<file path="config.mk">
export PLATFORM = sky130hd
export DESIGN_NAME = tlc_param
export DESIGN_NICKNAME = d
export VERILOG_FILES = /design/src/rtl/tlc_param.sv
export SDC_FILE = /design/constraint.sdc
export NUM_CORES = 1
export LEC_CHECK = 0
export ABC_AREA = 0
export BUFFER_PORTS_ARGS = -buffer_cell sky130_fd_sc_hd__buf_2
export CAP_MARGIN = 20
export CORE_AREA = 2 2 80 82
export CTS_CLUSTER_SIZE = 24
export DETAILED_ROUTE_END_ITERATION = 10
export DIE_AREA = 0 0 82 84
export PLACE_DENSITY = 0.6
export SKIP_LAST_GASP = 1
export SYNTH_ARGS = -nofsm -noshare
export SYNTH_HDL_FRONTEND = slang
export SYNTH_SLANG_ARGS = --single-unit
</file>
<file path="constraint.sdc">
create_clock -name i_clock -period 5.39 [get_ports i_clock]
set_input_delay 1.617 -clock i_clock [delete_from_list [all_inputs] [get_ports i_clock]]
set_output_delay 1.617 -clock i_clock [all_outputs]
set_load 0.01 [all_outputs]
</file>
<file path="src/rtl/tlc_param.sv">
// Parametrised traffic light controller: demand-weighted arbitration with round-robin
// tie-break, starvation forcing, green extension and a maintenance flashing-yellow mode.
module tlc_param #(
    parameter int N_DIR      = 4,
    parameter int SENSOR_W   = 2,
    parameter int GREEN_CYC  = 30,
    parameter int YELLOW_CYC = 10,
    parameter int ALLRED_CYC = 2,
    parameter int MAX_WAIT   = 3
) (
    input  logic                          i_clock,
    input  logic                          i_reset_b,
    input  logic [N_DIR*SENSOR_W-1:0]     i_sensor,
    input  logic                          i_flash,
    output logic [N_DIR-1:0]              o_red,
    output logic [N_DIR-1:0]              o_yellow,
    output logic [N_DIR-1:0]              o_green,
    output logic [$clog2(N_DIR)-1:0]      o_active,
    output logic [2:0]                    o_state
);

    localparam int AW   = $clog2(N_DIR);
    localparam int MAXC = (GREEN_CYC > YELLOW_CYC)
                        ? ((GREEN_CYC > ALLRED_CYC) ? GREEN_CYC : ALLRED_CYC)
                        : ((YELLOW_CYC > ALLRED_CYC) ? YELLOW_CYC : ALLRED_CYC);
    localparam int TW   = $clog2(MAXC);
    localparam int WW   = $clog2(MAX_WAIT + 1);

    typedef enum logic [2:0] {
        ALLRED    = 3'd0,
        GREEN     = 3'd1,
        YELLOW    = 3'd2,
        FLASH_ON  = 3'd3,
        FLASH_OFF = 3'd4
    } state_t;

    state_t              r_state;
    logic [TW-1:0]       r_timer;
    logic [AW-1:0]       r_active;
    logic [WW-1:0]       r_wait [N_DIR];

    logic [SENSOR_W-1:0] w_sense [N_DIR];
    logic [AW-1:0]       w_next;
    logic [AW-1:0]       w_scanIdx;
    logic [AW-1:0]       w_starvIdx;
    logic [AW-1:0]       w_bestIdx;
    logic [AW-1:0]       w_winner;
    logic [SENSOR_W-1:0] w_bestVal;
    logic                w_starved;
    logic                w_othersIdle;
    logic                w_extend;

    always_comb begin
        for (int k = 0; k < N_DIR; k++) begin
            w_sense[k] = i_sensor[k*SENSOR_W +: SENSOR_W];
        end
    end

    assign w_next = (r_active == AW'(N_DIR - 1)) ? '0 : r_active + 1'b1;

    // Scan starts just after the last grant, so strict compares give round-robin tie-break.
    always_comb begin
        w_starved  = 1'b0;
        w_starvIdx = '0;
        w_bestIdx  = w_next;
        w_bestVal  = '0;
        w_scanIdx  = '0;
        for (int i = 0; i < N_DIR; i++) begin
            w_scanIdx = AW'((int'(r_active) + 1 + i) % N_DIR);
            if (!w_starved && w_sense[w_scanIdx] != '0 && r_wait[w_scanIdx] == WW'(MAX_WAIT)) begin
                w_starved  = 1'b1;
                w_starvIdx = w_scanIdx;
            end
            if (w_sense[w_scanIdx] > w_bestVal) begin
                w_bestVal = w_sense[w_scanIdx];
                w_bestIdx = w_scanIdx;
            end
        end
        w_winner = w_starved ? w_starvIdx : w_bestIdx;
    end

    always_comb begin
        w_othersIdle = 1'b1;
        for (int k = 0; k < N_DIR; k++) begin
            if (AW'(k) != r_active && w_sense[k] != '0) begin
                w_othersIdle = 1'b0;
            end
        end
        w_extend = (w_sense[r_active] != '0) && w_othersIdle;
    end

    always_ff @(posedge i_clock) begin
        if (i_reset_b) begin
            r_state  <= ALLRED;
            r_timer  <= TW'(ALLRED_CYC - 1);
            r_active <= AW'(N_DIR - 1);
            for (int k = 0; k < N_DIR; k++) begin
                r_wait[k] <= '0;
            end
        end else begin
            unique case (r_state)
                ALLRED: begin
                    if (r_timer != '0) begin
                        r_timer <= r_timer - 1'b1;
                    end else if (i_flash) begin
                        r_state <= FLASH_ON;
                        r_timer <= TW'(YELLOW_CYC - 1);
                    end else begin
                        r_state  <= GREEN;
                        r_timer  <= TW'(GREEN_CYC - 1);
                        r_active <= w_winner;
                        for (int k = 0; k < N_DIR; k++) begin
                            if (AW'(k) == w_winner || w_sense[k] == '0) begin
                                r_wait[k] <= '0;
                            end else if (r_wait[k] != WW'(MAX_WAIT)) begin
                                r_wait[k] <= r_wait[k] + 1'b1;
                            end
                        end
                    end
                end
                GREEN: begin
                    // Flash truncation wins over extension, even on the expiry cycle.
                    if (i_flash || (r_timer == '0 && !w_extend)) begin
                        r_state <= YELLOW;
                        r_timer <= TW'(YELLOW_CYC - 1);
                    end else if (r_timer == '0) begin
                        r_timer <= TW'(GREEN_CYC - 1);
                    end else begin
                        r_timer <= r_timer - 1'b1;
                    end
                end
                YELLOW: begin
                    if (r_timer == '0) begin
                        r_state <= ALLRED;
                        r_timer <= TW'(ALLRED_CYC - 1);
                    end else begin
                        r_timer <= r_timer - 1'b1;
                    end
                end
                FLASH_ON, FLASH_OFF: begin
                    if (!i_flash) begin
                        r_state <= ALLRED;
                        r_timer <= TW'(ALLRED_CYC - 1);
                    end else if (r_timer == '0) begin
                        r_state <= (r_state == FLASH_ON) ? FLASH_OFF : FLASH_ON;
                        r_timer <= TW'(YELLOW_CYC - 1);
                    end else begin
                        r_timer <= r_timer - 1'b1;
                    end
                end
                default: begin
                    r_state <= ALLRED;
                    r_timer <= TW'(ALLRED_CYC - 1);
                end
            endcase
        end
    end

    always_comb begin
        o_red    = '0;
        o_yellow = '0;
        o_green  = '0;
        unique case (r_state)
            ALLRED: o_red = '1;
            GREEN: begin
                o_red             = '1;
                o_red[r_active]   = 1'b0;
                o_green[r_active] = 1'b1;
            end
            YELLOW: begin
                o_red              = '1;
                o_red[r_active]    = 1'b0;
                o_yellow[r_active] = 1'b1;
            end
            FLASH_ON:  o_yellow = '1;
            FLASH_OFF: o_yellow = '0;
            default:   o_red = '1;
        endcase
    end

    assign o_active = r_active;
    assign o_state  = r_state;

endmodule

</file>
Word-level counts from Yosys, hierarchy flattened --
Memory sizes are Yosys's and may differ from the RTL's. Index checks and enable logic that the tools add are counted.
Cells by class: bitwise operators 16, $mul 0, shifts and indexed selects 0, add/subtract/negate cells 10, div/mod/pow operators 0, eq/ne operators 23, reduce and logical (&&, ||, !) cells 45, muxes and demuxes 119, magnitude comparators 11
Operators by type and width (count):
- two-way mux 2 bit | 32
- two-way mux 1 bit | 63
- two-way mux 5 bit | 7
- binary-select mux 2 bit (select 2 bit) | 5
- one-hot mux 5 bit (4 select lines) | 1
- nonzero test 2 bit | 10
- two-way mux 3 bit | 6
- one-hot mux 4 bit (2 select lines) | 2
- greater-or-equal comparator 3 bit, second input constant | 5
- NOT 2 -> 3 bit | 5
- logical AND 1 bit | 14
- inequality test 2 bit, second input constant | 7
- adder 2 x 1 -> 2 bit, second input constant | 6
- one-hot mux 3 bit (4 select lines) | 1
- equality test 2 bit, second input constant | 5
- logical NOT 2 bit | 5
- OR 1 bit | 8
- adder 2 bit, second input constant | 3
- equality test 3 x 2 -> 1 bit, second input constant | 2
- greater-than comparator 2 bit | 3
- logical NOT 5 bit | 1
- logical OR 1 bit | 5
- nonzero test 5 bit | 1
- subtractor 5 x 1 -> 5 bit, second input constant | 1
- other kinds (19) | 26
Word-level totals: logic and storage cells 228, memories kept 1, bits in latches 0, memory bits (writable) 8, bits in read-only memories 0, bits in registers 10
Memory list:
- r_wait | words 4, bits a word 2, rd ports 8, clocked after Yosys merged registers in 0, wr ports 4, line 40 | logic [WW-1:0] r_wait [N_DIR];

Logic depth before layout (Yosys ltp) --
word-level depth 31, gate-level depth with buffers 24

Least setup slack after synthesis --
OpenSTA, ideal clock, no wires.
path type input -> register, start in i_sensor[1], end mem r_wait[1][0] (netlist name), enable pin, stages 16, required time 5.137 ns, data arrival time 5.105 ns, slack 0.033 ns, path through mux4_1 > ha_1 > nor2_1 > o21ai_0 > ha_1 > inv_1 > o22ai_1 > mux2_2 > ha_1 > nor2b_1 > a2bb2oi_1 > o21bai_1 > nand2_1 > a32oi_1 > nand2_1 > o221a_1
RTL lines:
- from (decl) | line 13 | input logic [N_DIR*SENSOR_W-1:0] i_sensor,
- to (decl) | line 40

==> results.json <==
{
  "status": "finished clean",
  "muxShareOfSynthArea": 0.109,
  "synth.largest_area_cell": "edfxtp_1",
  "ys_types": 69,
  "clock_path_buffers": 2,
  "worstSkewPairLatency_ns": 0.25,
  "fin_worst_skew_ns": 0.00428,
  "slew_violations": 0,
  "finalCriticalPeriod_ns": 5.13,
  "power_mw": 1.68,
  "first_iter_violations": 168,
  "maxCapViolations": 0,
  "dpl.hpwl_microns": 4720,
  "final_cell_mix": "nor2_1, buf_2, buf_4, a21oi_1, nand2_1",
  "p_per_area_nw_per_um2": 618,
  "row_count": 29,
  "drc": 0,
  "grt_util_all_layers": 0.183,
  "ir_drop_v": 0.000289,
  "timing.final.crit_share": 0.952,
  "synth_xor_area_frac": 0.0112,
  "grt_pass1_vias": 2100,
  "first_pass_iters": 4,
  "clk_pin_slew_ns": 0.07,
  "synth_flop_cell": "dfxtp_1",
  "slew-limit-headroom": 0.558,
  "async_flop_share": 0,
  "synth_fa_ha_area_frac": 0.0857,
  "die_w_microns": 82,
  "die_y_microns": 84,
  "synthCells": 285,
  "yosys-top-cells-area": "edfxtp_1, dfxtp_1, ha_1",
  "cts_tree": "yes",
  "antenna_found_initial": 0,
  "io-pin-count": 28,
  "setup_ws_ns": 0.257,
  "grt_first_pass_wirelength_microns": 10100,
  "cellLeakagePower_nw": 1.17,
  "fin_nets": 350,
  "cts.htree.levels": 1,
  "core_area_sq_um": 6100,
  "synth_compound_area_frac": 0.269,
  "layout_commonest_cell": "nor2_1",
  "gp_congestion": 0.835,
  "stdcell_count": 399,
  "critPathRequiredTime_ns": 5.39,
  "viasPerCell": 5.73,
  "synth_top_family_by_area": "compound AO/OA/AOI/OAI gates",
  "start_util": 0.383,
  "antenna_cells": 0,
  "critPathLaunchType": "primary input",
  "yosys_warnings": 0,
  "yosys.area_share.simple": 0.262,
  "worst_pin_slew_ns": 0.662,
  "critPathArrivalTime_ns": 5.14,
  "hold_class": "flip-flop to flip-flop",
  "end_kind": "flip-flop",
  "ys_seq_area_frac": 0.189,
  "hold_buffers": 0,
  "syn-mean-instance-area_sq_um": 8.20,
  "dp_slack_ns": -0.276,
  "die_area_sq_um": 6890,
  "critPathKind": "primary input to flip-flop",
  "wl_microns": 6130,
  "rsz0062_at_grt": "no",
  "overflow": 0,
  "clkSinkCount": 18,
  "cts_buffers": 3,
  "yosysTopAreaCellShare": 0.103,
  "placed_cells": 394,
  "synth_edf_count": 8,
  "antenna_left": 0,
  "vias": 2287,
  "hold_viol": 0,
  "cts-root-buf": "clkbuf_8",
  "synth-seq-cells": 18,
  "layout-drive-gt1-share": 0.261,
  "critPathMaxFanout": 8,
  "timing.fmax_ghz": 0.195,
  "grt_max_degree": 30,
  "syn_nets": 312,
  "port_buffers": 27,
  "area_growth_pct": 16.3,
  "syn-cell-area_sq_um": 2340,
  "post_drt_wl_per_cell_microns": 15.4,
  "setup_viol_count_final": 0
}
final timing paths:
path / startpoint / end / slack, ns / cells after the start
setup / recovery: i_sensor[5] / r_wait[2][1]$_SDFFCE_PN0P_ / 0.26 / 19
hold / removal: r_timer[0]$_SDFF_PP1_ / r_timer[0]$_SDFF_PP1_ / 0.52 / 3
setup reg to reg: o_active[1]$_SDFFE_PP1P_ / r_wait[2][1]$_SDFFCE_PN0P_ / 0.64 / 19
hold reg to reg: r_timer[0]$_SDFF_PP1_ / r_timer[0]$_SDFF_PP1_ / 0.52 / 3
cells by family (layout without fill, tap and decap cells):
logic type | after synthesis | in the layout
multiplexers | 12 | 12
AND/OR/NAND/NOR | 115 | 115
AO/OA/AOI/OAI | 89 | 89
flip-flops | 18 | 18
adder cells (fa/ha/maj) | 16 | 16
XOR/XNOR | 3 | 3
buffers and inverters | 32 | 69
cells in the mapped netlist (all sizes together), types with 9 or more instances:
| cell type | number |
|---|---|
| a21oi | 19 |
| clkbuf | 11 |
| dfxtp | 10 |
| ha | 16 |
| inv | 16 |
| mux4 | 9 |
| nand2 | 19 |
| nor2 | 33 |
| nor3 | 10 |
| o21ai | 13 |
registers in the layout, summed over array words and instances (netlist names):
| register | count |
|---|---|
| r_timer | 5 |
| o_state | 3 |
| o_active | 2 |
| r_wait | 8 |
final cells by class:
| type | instances | area [sq um] |
|---|---|---|
| Tap cell | 77 | 96.3 |
| Fill cell | 643 | 3380 |
| Clock buffer | 4 | 55.1 |
| Sequential cell | 18 | 440 |
| Timing Repair Buffer | 48 | 293 |
| Multi-Input combinational cell | 235 | 1770 |
| Inverter | 17 | 63.8 |
metal layers:
layer | GRT usage | vias to the layer above | wire length [microns]
li1 | - | 1161 | -
met5 | 0 | - | 0
met3 | 0.0119 | 6 | 150
met1 | 0.260 | 1077 | 2970
met2 | 0.295 | 43 | 2940
met4 | 0.0515 | 0 | 68
power breakdown:
group          switching (mW)  internal [mW]  leakage, nW  total (mW)
combinational           0.702          0.606        0.978        1.31
clock                  0.0438         0.0648       0.0288       0.109
sequential             0.0711          0.190        0.165       0.261
total                   0.817          0.861         1.17        1.68
metrics by stage:
step / setup TNS [ns] / hold slack [ns] / area [sq um] / utilization
2_1_floorplan: 0 / 0.472 / 2340 / -
3_3_place_gp: -2.99 / 0.505 / 2610 / 0.428
3_5_place_dp: -3.36 / 0.503 / 2610 / 0.428
4_1_cts: 0 / 0.522 / 2670 / 0.438
5_1_grt: 0 / 0.573 / 2720 / 0.446
6_report: 0 / 0.517 / 2720 / 0.446
worst max-delay path, cell delays in order:
cell       delay [ns]
buf_2            0.11
mux4_2           0.49
inv_1            0.09
ha_1             0.24
nor2_1           0.10
o21ai_0          0.12
ha_1             0.29
inv_1            0.04
o22ai_2          0.18
mux2_2           0.35
ha_1             0.18
nor2b_1          0.14
a2bb2oi_2        0.17
buf_4            0.13
o21ai_0          0.09
nor3_2           0.16
o21ai_2          0.12
and2_1           0.27
o211a_1          0.24
repair_timing:
| action | CTS | global route |
|---|---|---|
| pin swaps | 0 | 3 |
| resized for setup | 1 | 11 |
| cloned | 0 | 0 |
| setup buffers | 0 | 1 |
| endpoints found under the setup margin | 2 | 18 |
Power figures use the tool's default switching activity.
